==> config.mk <==
export PLATFORM = sky130hd
export DESIGN_NAME = spi_reg_sequencer
export DESIGN_NICKNAME = d
export VERILOG_FILES = /design/src/rtl/spi_reg_sequencer.sv
export SDC_FILE = /design/constraint.sdc
export NUM_CORES = 1
export LEC_CHECK = 0
export CELL_PAD_IN_SITES_DETAIL_PLACEMENT = 1
export CELL_PAD_IN_SITES_GLOBAL_PLACEMENT = 2
export CORE_MARGIN = 5
export CORE_UTILIZATION = 30
export DETAILED_ROUTE_END_ITERATION = 12
export GPL_TIMING_DRIVEN = 0
export MAX_ROUTING_LAYER = met4
export PLACE_DENSITY = 0.81
export SLEW_MARGIN = 0
export SYNTH_ARGS = -nofsm -noshare
export SYNTH_HDL_FRONTEND = slang
export SYNTH_SLANG_ARGS = --single-unit
==> constraint.sdc <==
create_clock -name clk -period 2.35 [get_ports clk]
set_clock_uncertainty 0.1 [all_clocks]
set_input_delay 0.3525 -clock clk [delete_from_list [all_inputs] [get_ports clk]]
set_output_delay 0.3525 -clock clk [all_outputs]
set_load 0.02 [all_outputs]
==> src/rtl/spi_reg_sequencer.sv <==
// SPI byte-stream to register-bank sequencer: command byte, then write or read bursts.
// Strobes one cycle after each rx_valid; read data reaches tx_byte 3 cycles after its trigger; no backpressure.
module spi_reg_sequencer #(
    parameter int NUM_REGS = 16
) (
    input  logic       clk,
    input  logic       rst_n,
    input  logic       cs_n,
    input  logic       rx_valid,
    input  logic [7:0] rx_byte,
    output logic [7:0] tx_byte,
    output logic [6:0] reg_addr,
    output logic [7:0] reg_wdata,
    output logic       reg_we,
    output logic       reg_re,
    input  logic [7:0] reg_rdata,
    output logic       addr_err,
    output logic [7:0] xfer_count
);

    typedef enum logic [2:0] {
        IDLE,
        CMD,
        WRITE,
        READ,
        DISCARD
    } state_t;

    localparam logic [6:0] LAST_ADDR  = 7'(NUM_REGS - 1);
    localparam logic [7:0] NUM_REGS_B = 8'(NUM_REGS);

    state_t     state_q;
    logic       armed_q;
    logic       cap_q;
    logic [6:0] addr_q;
    logic [6:0] reg_addr_q;
    logic [7:0] reg_wdata_q;
    logic       reg_we_q;
    logic       reg_re_q;
    logic [7:0] tx_byte_q;
    logic       addr_err_q;
    logic [7:0] xfer_count_q;

    logic [6:0] cmd_addr;
    logic       cmd_bad;
    logic [6:0] cmd_addr_inc;
    logic [6:0] addr_inc;
    logic [7:0] count_inc;

    function automatic logic [6:0] wrap_inc(input logic [6:0] a);
        return (a == LAST_ADDR) ? 7'd0 : a + 7'd1;
    endfunction

    assign cmd_addr     = rx_byte[6:0];
    assign cmd_bad      = ({1'b0, cmd_addr} >= NUM_REGS_B);
    assign cmd_addr_inc = wrap_inc(cmd_addr);
    assign addr_inc     = wrap_inc(addr_q);
    assign count_inc    = (xfer_count_q == 8'hFF) ? 8'hFF : xfer_count_q + 8'd1;

    // armed_q blocks a command until cs_n has been seen high since reset,
    // so a transaction cut by reset is never resumed mid-stream.
    always_ff @(posedge clk or negedge rst_n) begin
        if (!rst_n) begin
            state_q      <= IDLE;
            armed_q      <= 1'b0;
            cap_q        <= 1'b0;
            addr_q       <= 7'd0;
            reg_addr_q   <= 7'd0;
            reg_wdata_q  <= 8'h00;
            reg_we_q     <= 1'b0;
            reg_re_q     <= 1'b0;
            tx_byte_q    <= 8'h00;
            addr_err_q   <= 1'b0;
            xfer_count_q <= 8'h00;
        end else begin
            reg_we_q   <= 1'b0;
            reg_re_q   <= 1'b0;
            addr_err_q <= 1'b0;
            cap_q      <= 1'b0;
            if (cs_n) begin
                armed_q <= 1'b1;
                if (state_q != IDLE) begin
                    state_q   <= IDLE;
                    tx_byte_q <= 8'h00;
                end
            end else begin
                case (state_q)
                    IDLE: begin
                        if (armed_q) begin
                            state_q      <= CMD;
                            xfer_count_q <= 8'h00;
                        end
                    end
                    CMD: begin
                        if (rx_valid) begin
                            if (cmd_bad) begin
                                state_q    <= DISCARD;
                                addr_err_q <= 1'b1;
                                tx_byte_q  <= 8'hFF;
                            end else if (rx_byte[7]) begin
                                state_q    <= WRITE;
                                reg_addr_q <= cmd_addr;
                                addr_q     <= cmd_addr;
                            end else begin
                                state_q    <= READ;
                                reg_re_q   <= 1'b1;
                                reg_addr_q <= cmd_addr;
                                addr_q     <= cmd_addr_inc;
                            end
                        end
                    end
                    WRITE: begin
                        if (rx_valid) begin
                            reg_we_q     <= 1'b1;
                            reg_wdata_q  <= rx_byte;
                            reg_addr_q   <= addr_q;
                            addr_q       <= addr_inc;
                            xfer_count_q <= count_inc;
                        end
                    end
                    READ: begin
                        // reg_rdata is valid the cycle after reg_re; capture then.
                        cap_q <= reg_re_q;
                        if (cap_q) begin
                            tx_byte_q <= reg_rdata;
                        end
                        if (rx_valid) begin
                            reg_re_q     <= 1'b1;
                            reg_addr_q   <= addr_q;
                            addr_q       <= addr_inc;
                            xfer_count_q <= count_inc;
                        end
                    end
                    DISCARD: begin
                        if (rx_valid) begin
                            xfer_count_q <= count_inc;
                        end
                    end
                    default: state_q <= IDLE;
                endcase
            end
        end
    end

    assign tx_byte    = tx_byte_q;
    assign reg_addr   = reg_addr_q;
    assign reg_wdata  = reg_wdata_q;
    assign reg_we     = reg_we_q;
    assign reg_re     = reg_re_q;
    assign addr_err   = addr_err_q;
    assign xfer_count = xfer_count_q;

endmodule
# After elaboration in Yosys (flattened, before gate mapping)
# Cells that the tools add are included.
[totals] ff_bits=46 in_bits=20 out_inout_bits=34
[classes] addsub=3 n_lt_le_gt_ge=1 n_eq_ne=18 muxes=42 n_bitwise=1 n_reduce_logical=12
[ops] operator="$mux W8" count=8
[ops] operator="$mux W7" count=9
[ops] operator="$pmux W8 S2" count=2
[ops] operator="$pmux W7 S2" count=2
[ops] operator="$mux W3" count=5
[ops] operator="$add A7 B1 Y7 const B" count=2
[ops] operator="$eq A7 B4 Y1 const B" count=2
[ops] operator="$mux W1" count=14
[ops] operator="$ne A3 B3 Y1 const B" count=4
[ops] operator="$reduce_and A5 Y1" count=2
[ops] operator="$pmux W3 S3" count=1
[ops] operator="$add A8 B1 Y8 const B" count=1
[ops] operator="$eq A8 B8 Y1 const B" count=1
[ops] operator="$ne A2 B1 Y1 const B" count=4
[ops] operator="$reduce_and A4 Y1" count=2
[ops] operator="$ge A7 B5 Y1 const B" count=1
[ops] operator="$eq A3 B2 Y1 const B" count=2
[ops] operator="$ne A2 B2 Y1 const B" count=3
[ops] operator="$reduce_bool A3 Y1" count=2
[ops] operator="$reduce_bool A2 Y1" count=2
[ops] operator="$eq A3 B1 Y1 const B" count=1
[ops] operator="$eq A3 B3 Y1 const B" count=1
[ops] operator="$logic_not A3 Y1" count=1
[ops] operator="$reduce_and A3 Y1" count=1
[ops] operator="4 further kinds" count=4

# Depth between registers and ports, before layout
# Gate-level depths: netlist (run 1).
[logic_depth] ltp_word=6 ltp_mapped=7

# Least setup slack after synthesis (run 1)
# OpenSTA, ideal clock, no wires.
[synth_timing] path_kind="in2reg" start="input cs_n" end="register reg_wdata_q[0], in the netlist reg_wdata[0]" setup_ps=125 arrival_ps=1470 required_ps=2125 slack_ps=655 path_stages=4 path_cell_list="buf_4 > or2b_4 > nor3_4 > mux2_2"
[synth_via] elab_chain_len=2
[synth_rtl] item="start: declaration" line_no="8" rtl="input logic cs_n,"
[synth_rtl] item="$not A1 Y1 (no line)"
[synth_rtl] item="$reduce_and A3 Y1 (no line)"
[synth_rtl] item="end signal: assignment" line_no="115" rtl="reg_wdata_q <= rx_byte;"
[synth_rtl] item="end: declaration" line_no="37" rtl="logic [7:0] reg_wdata_q;"
# Every way passes these cells.
# A chain may end at the register's enable or synchronous reset.

# Worst setup path after layout (run 1)
[layout_timing] start="input rx_valid" end="register reg_wdata_q[0], in the netlist reg_wdata[0]"
[layout_via] elab_chain_len=1
[layout_rtl] item="start: declaration" line_no="9" rtl="input logic rx_valid,"
[layout_rtl] item="$reduce_and A3 Y1 (no line)"
# Every way passes these cells.

==> summary.md, run 1 <==
| Metric | Value |
|---|---|
| Status | `finished clean` |
| Max Freq | `487 MHz` |
| Hold Path Class | `in -> reg` |
| Port Buffers | `51` |
| Hold_ws | `~0.19 ns` |
| Fill cells | `about 930` |
| Gate power share | `between 30% and 40%` |
| Number of clock sinks | `46` |
| Die extent in y | `99.7 um` |
| Maximum clock insertion buffer count | `2` |
| GPL Wtd Cong | `roughly 0.81` |
| Vias in the first global route | `2266` |
| Count of cell types in the netlist | `between 50 and 60` |
| Final setup fails | `0` |
| Most frequent cells in the layout | `clkdlybuf4s50_1, dfrtp_1, o21ai_0` |
| Pint | `0.00160 W` |
| Largest net degree at the start of global routing | `27` |
| Via count | `2064` |
| Worst vdd ir | `around 420 uV` |
| Max Fanout on Critical Path | `9` |
| Area grow syn2layout | `31.8%` |
| Total track usage | `between 10% and 20%` |
| Clock power frac | `about a fifth` |
| First-pass GRT wire length | `approximately 11000 um` |
| Die width | `between 90 and 100 um` |
| Syn Inst Count | `248` |
| Dpl hpwl | `~4700 um` |
| RSZ-0062 raised after global routing | `no` |
| Post-Syn Area | `2410 um^2` |
| Clock root buffer | `clkbuf_8` |
| Max_cap viols | `0` |
| Async S/R FF share, synth | `between 90% and 100%` |
| Post-synth EDFFs | `0` |
| Inst Count DP | `402` |
| Clock transition at path regs | `~0.080 ns` |
| Crit Path Class | `in -> reg` |
| Pleak | `~1.3 nW` |
| Seq/Total Area, Yosys | `between 40% and 50%` |
| DRC Markers | `0` |
| Post-CTS Setup Inserts | `0` |
| Most used DFF post-synth | `dfrtp_1` |
| Max-slew violations | `0` |
| CP peak stage delay | `between 0.6 and 0.7 ns` |
| Slew of the pin with the lowest slew margin | `roughly 0.63 ns` |
| Finished Layout Cells | `~410` |
| Critical path startpoint category | `input pin` |
| Post-Route WL | `about 6400 um` |
| Most common cell after layout, fill and taps aside | `clkdlybuf4s50_1` |
| Sw Ratio | `between 30% and 40%` |
| Syn_nets | `roughly 270` |
| DR vias/cell | `~5.0` |
| Crit. End Element | `register` |
| Worst rel slew slack | `between 50% and 60%` |
| Grt ovf | `0` |
| Worst-path cell chain | `clkdlybuf4s50_1, or2b_4, nor3_4, mux2_2` |
| Num CTS Buffers | `5` |
| Io pins | `54` |
| Sum Neg Setup Slack | `0 ns` |
| P_sw | `0.000827 W` |
| Fraction of layout cells with a size suffix above 1 | `11.3%` |
| Final nets | `roughly 330` |
| Core region area | `7770 um^2` |
| CTS tree | `done` |
| Final ANT Viol Nets | `0` |
| CP Data Required Time | `roughly 2.4 ns` |
| Initial core utilization | `about 31%` |
| Fin crit share | `between 80 and 90%` |
| Initial antenna violation count | `0` |
| Register area | `approximately 1200 um^2` |
| Critical path's slowest cell | `clkdlybuf4s50_1` |
| Initial DRC count | `53` |
| Antenna diodes | `0` |
| Crit path DAT | `approximately 2.1 ns` |
| PD cells | `about 760 nW/um^2` |
| # rows | `32` |
| Final Hold Vio Count | `0` |
| Area of the multi-input gates | `between 1000 and 1500 um^2` |
| Ys Warns | `0` |
| Per-cell routed wire length | `around 16 um` |
| Register share of total power | `approximately 45%` |
| H-tree Lvls | `2` |
| First-pass DRT Iterations | `4` |
| Syn avg cell area | `approximately 9.7 um^2` |
| Final min period | `2.05 ns` |
| Synthesis-stage register bit count | `between 40 and 50` |
| Die area | `roughly 9900 um^2` |
| Worst skew pair latency | `about 0.30 ns` |
## path summary, 6_finish.rpt
path | startpoint | to | slack [ns] | depth (start not counted)
worst max-delay path | rx_valid | reg_wdata[0]$_DFFE_PN0P_ | 0.30 | 4
worst min-delay path | cs_n | cap_q$_DFF_PN0_ | 0.19 | 2
worst max register to register | state_q[2]$_DFFE_PN0P_ | reg_wdata[0]$_DFFE_PN0P_ | 0.49 | 5
worst min register to register | reg_addr[3]$_DFFE_PN0P_ | reg_addr[3]$_DFFE_PN0P_ | 0.39 | 2
max in group asynchronous | rst_n | addr_q[6]$_DFFE_PN0P_ | 1.12 | 3
min in group asynchronous | rst_n | reg_wdata[2]$_DFFE_PN0P_ | 0.50 | 2
## through the flow
step	setup WS [ns]	instance area, um^2	total power [W]	util (%)
after global routing	0.0637	3180	0.00258	40.9
final	0.297	3180	0.00243	40.9
after global placement	-0.578	3050	0.00192	39.3
after CTS	0.148	3170	0.00247	40.9
after floorplan	0.655	2410	0.00152	-
after detailed placement	-0.193	3070	0.00194	39.6
## cell type report
class                      count  share of cell area [%]
buffer                        11                    1.97
clock buffer                   7                    2.71
clock inverter                 1                   0.157
inverter                      12                    1.42
multi-input combinational    179                    36.5
sequential                    46                    36.2
tap                          102                    4.01
timing repair buffer          53                    17.1
## critical path: cells and delay by family
family / cells / cell delay (ns)
muxes: 1 / 0.39
and+or+nand+nor: 2 / 0.77
buffers and inverters: 1 / 0.62
## flip-flops by register name, summed over array words and instances (netlist names)
| name | count |
|---|---|
| addr_err | 1 |
| reg_re | 1 |
| tx_byte | 8 |
| reg_wdata | 8 |
| state_q | 3 |
| armed_q | 1 |
| reg_addr | 7 |
| xfer_count | 8 |
| addr_q | 7 |
| cap_q | 1 |
| reg_we | 1 |
## per-layer routing
| layer | GRT usage, % | routed length [um] |
|---|---|---|
| met1 | 18.6 | 3150 |
| met2 | 22.3 | 2980 |
| met3 | 2.59 | 204 |
| met4 | 4.41 | 74 |
| met5 | - | 0 |
## cells in the mapped netlist (all sizes together) (5+ instances only)
cell	number	share of area, %
o2bb2ai	8	2.9
buf	7	1.9
nand2	17	2.6
nor2	25	3.9
dfrtp	46	48
mux2i	5	2.1
o21ai	29	6.0
nor3	6	1.7
inv	12	1.9
a21oi	17	4.0
mux2	8	3.7
nand3	8	1.7
## timing repair
action,CTS,global route
endpoints found under the setup margin,0,10
endpoints found under the hold margin,25,0
resized for setup,0,1
hold buffers,1,0
## kinds of logic (layout without fill, tap and decap cells)
kind of cell,Yosys count,count (layout),synth area share [%]
multiplexers,13,13,5.81
AND/OR/NAND/NOR,84,84,18.8
flip-flops,46,46,47.7
AO/OA/AOI/OAI,75,75,20.0
buffers and inverters,23,84,4.46
XOR/XNOR,3,3,1.09
adder cells (fa/ha/maj),4,4,2.07
## power by group through the flow
| stage | Sequential, W | Combinational (W) | Clock [W] |
|---|---|---|---|
| final | 0.00109 | 0.000823 | 0.000518 |
| after global routing | 0.00112 | 0.000901 | 0.000564 |
| after CTS | 0.00109 | 0.000837 | 0.000540 |
| after detailed placement | 0.00110 | 0.000836 | 0 |
| after global placement | 0.00110 | 0.000820 | 0 |
| after floorplan | 0.00124 | 0.000283 | 0 |
No activity file was read; power rests on OpenSTA's default activity.
==> run 2, diff against run 1 <==
==> constraint.sdc (replaced) <==
create_clock -name clk -period 2.35 [get_ports clk]
set_clock_uncertainty 0.1 [all_clocks]
set_input_delay 0.235 -clock clk [delete_from_list [all_inputs] [get_ports clk]]
set_output_delay 0.235 -clock clk [all_outputs]
set_load 0.02 [all_outputs]
==> run 2 against run 1 <==
  * Clock power barely moved
  * Fmax fell by 1.9%
  * Routed wire length fell by 0.11%
==> summary.md, run 2 (synthesis gave the netlist of run 1 again) <==
| Metric | Value |
|---|---|
| Status | `finished clean` |
| Clock power frac | `21.3%` |
| Critical path's slowest cell | `clkdlybuf4s50_1` |
| Pwr Total | `around 0.0024 W` |
| Slew of the pin with the lowest slew margin | `approximately 0.75 ns` |
| CTS tree | `done` |
| Pint | `0.00160 W` |
| Total track usage | `between 10 and 15%` |
| Final ANT Viol Nets | `0` |
| Worst vdd ir | `between 400 and 500 uV` |
| Clock transition at path regs | `0.09 ns` |
| Flop-to-flop setup slack | `0.34 ns` |
| Initial DRC count | `48` |
| Setup WS pre-CTS | `-0.0753 ns` |
| Port Buffers | `51` |
| PD cells | `roughly 770 nW/um^2` |
| # rows | `32` |
| Area grow syn2layout | `31.6%` |
| Via count | `approximately 2100` |
| Worst path depth | `5` |
| Number of clock sinks | `46` |
| Gr busiest metal | `met2` |
| Post-CTS Setup Inserts | `0` |
| CP peak stage delay | `0.63 ns` |
| Dpl hpwl | `between 4000 and 5000 um` |
| Max Freq | `between 400 and 500 MHz` |
| First-pass DRT Iterations | `4` |
| Num CTS Buffers | `5` |
| CP Data Required Time | `~2.4 ns` |
| Worst-path cell chain | `clkdlybuf4s50_1, nor4b_1, o2111ai_1, clkbuf_1, o21ai_0` |
| Maximum clock insertion buffer count | `2` |
| Per-cell routed wire length | `between 15 and 20 um` |
| Final setup fails | `0` |
| Max Fanout on Critical Path | `10` |
| Most frequent cells in the layout | `clkdlybuf4s50_1, dfrtp_1, o21ai_0` |
| Final Hold Vio Count | `0` |
| Most common cell after layout, fill and taps aside | `clkdlybuf4s50_1` |
| Die width | `about 100 um` |
| Crit. End Element | `register` |
| Crit path max-delay family | `buffers and inverters` |
| Fraction of layout cells with a size suffix above 1 | `11.0%` |
| Crit path DAT | `between 2 and 2.5 ns` |
| WHS Path Cells | `2` |
| Worst skew pair latency | `roughly 0.30 ns` |
| Final min period | `2.09 ns` |
| Gate power share | `around a third` |
| Bufs and invs on worst path | `2` |
| H-tree Lvls | `2` |
| Crit Path Class | `in -> reg` |
| Fill cells | `just over 900` |
| Grt ovf | `0` |
| Fin crit share | `roughly nine tenths` |
| Max-slew violations | `0` |
| Worst rel slew slack | `between 40% and 50%` |
| Reg2Reg Depth | `4` |
| DRC Markers | `0` |
| Post-layout util | `between 40% and 50%` |
| Die area | `9930 um^2` |
| GPL Wtd Cong | `just over 0.8` |
| Initial core utilization | `31.1%` |
| First-pass GRT wire length | `between 10000 and 15000 um` |
| Critical path startpoint category | `input pin` |
| Hold Path Class | `in -> reg` |
| Register area | `roughly 1200 um^2` |
| Die extent in y | `roughly 100 um` |
| Sw Ratio | `between 30 and 40%` |
| P_sw | `about 0.00083 W` |
| Antenna diodes | `0` |
| Pleak | `~1.3 nW` |
| Met1 GRT Util | `roughly a fifth` |
| Initial antenna violation count | `0` |
| Area of the multi-input gates | `around 1200 um^2` |
| GR Util met3 | `between 2 and 3%` |
| Clock root buffer | `clkbuf_8` |
| Vias in the first global route | `around 2300` |
| RSZ-0062 raised after global routing | `no` |
| Register share of total power | `between 40% and 50%` |
| Largest net degree at the start of global routing | `27` |
| Grt met2 use | `~22%` |
| Core region area | `between 7000 and 8000 um^2` |
| DR vias/cell | `approximately 5.0` |
| Setup ws final | `0.258 ns` |
| Max_cap viols | `0` |
| Hold_ws | `a little over 0.07 ns` |
| Post-Route WL | `roughly 6400 um` |
| Final nets | `approximately 330` |
| Io pins | `54` |
-- run 2: power groups by stage --
stage / sequential [W] / combinational, W / clock (W)
floorplan: 0.00124 / 0.000283 / 0
global placement: 0.00110 / 0.000820 / 0
detailed placement: 0.00110 / 0.000836 / 0
CTS: 0.00109 / 0.000837 / 0.000540
global route: 0.00112 / 0.000900 / 0.000564
finish: 0.00109 / 0.000822 / 0.000517
-- run 2: layout make-up --
class                           count  share of cell area, %
Buffer                             11                   1.97
Clock buffer                        7                   2.72
Clock inverter                      1                  0.158
Inverter                           12                   1.42
Multi-Input combinational cell    179                   36.3
Sequential cell                    46                   36.3
Tap cell                          102                   4.02
Timing Repair Buffer               53                   17.1
-- run 2: timing repair --
| item | in CTS | in global routing |
|---|---|---|
| hold endpoints to repair | 25 | 0 |
| resized for setup | 0 | 0 |
| setup endpoints to repair | 0 | 0 |
| hold buffers | 1 | 0 |
-- run 2: path summary, 6_finish.rpt --
| check | from | to |
|---|---|---|
| worst max-delay path | rx_byte[5] | addr_q[2]$_DFFE_PN0P_ |
| worst min-delay path | cs_n | cap_q$_DFF_PN0_ |
| worst max register to register | state_q[0]$_DFFE_PN0P_ | addr_q[2]$_DFFE_PN0P_ |
| worst min register to register | reg_addr[4]$_DFFE_PN0P_ | reg_addr[4]$_DFFE_PN0P_ |
| max in group asynchronous | rst_n | addr_q[6]$_DFFE_PN0P_ |
| min in group asynchronous | rst_n | tx_byte[0]$_DFFE_PN0P_ |
-- run 2: worst register-to-register path, delay by kind of cell (launching register included) --
family | cells | cell delay [ns]
and+or+nand+nor | 1 | 0.16
DFF | 1 | 0.42
buffers and inverters | 1 | 0.41
AOI/OAI and AO/OA | 2 | 0.79
-- run 2: layer usage --
layer  wire length (um)  vias up
met1               3130     1001
met2               2950       40
li1                   -     1013
met5                  0        -
met4                106        0
met3                213       11
-- run 2: metrics by stage --
stage	std cells	setup TNS, ns	cell area, um^2
2_1_floorplan	248	0	2410
4_1_cts	411	0	3170
5_1_grt	411	0	3170
3_5_place_dp	402	-0.674	3070
6_report	411	0	3170
3_3_place_gp	401	-21.54	3050
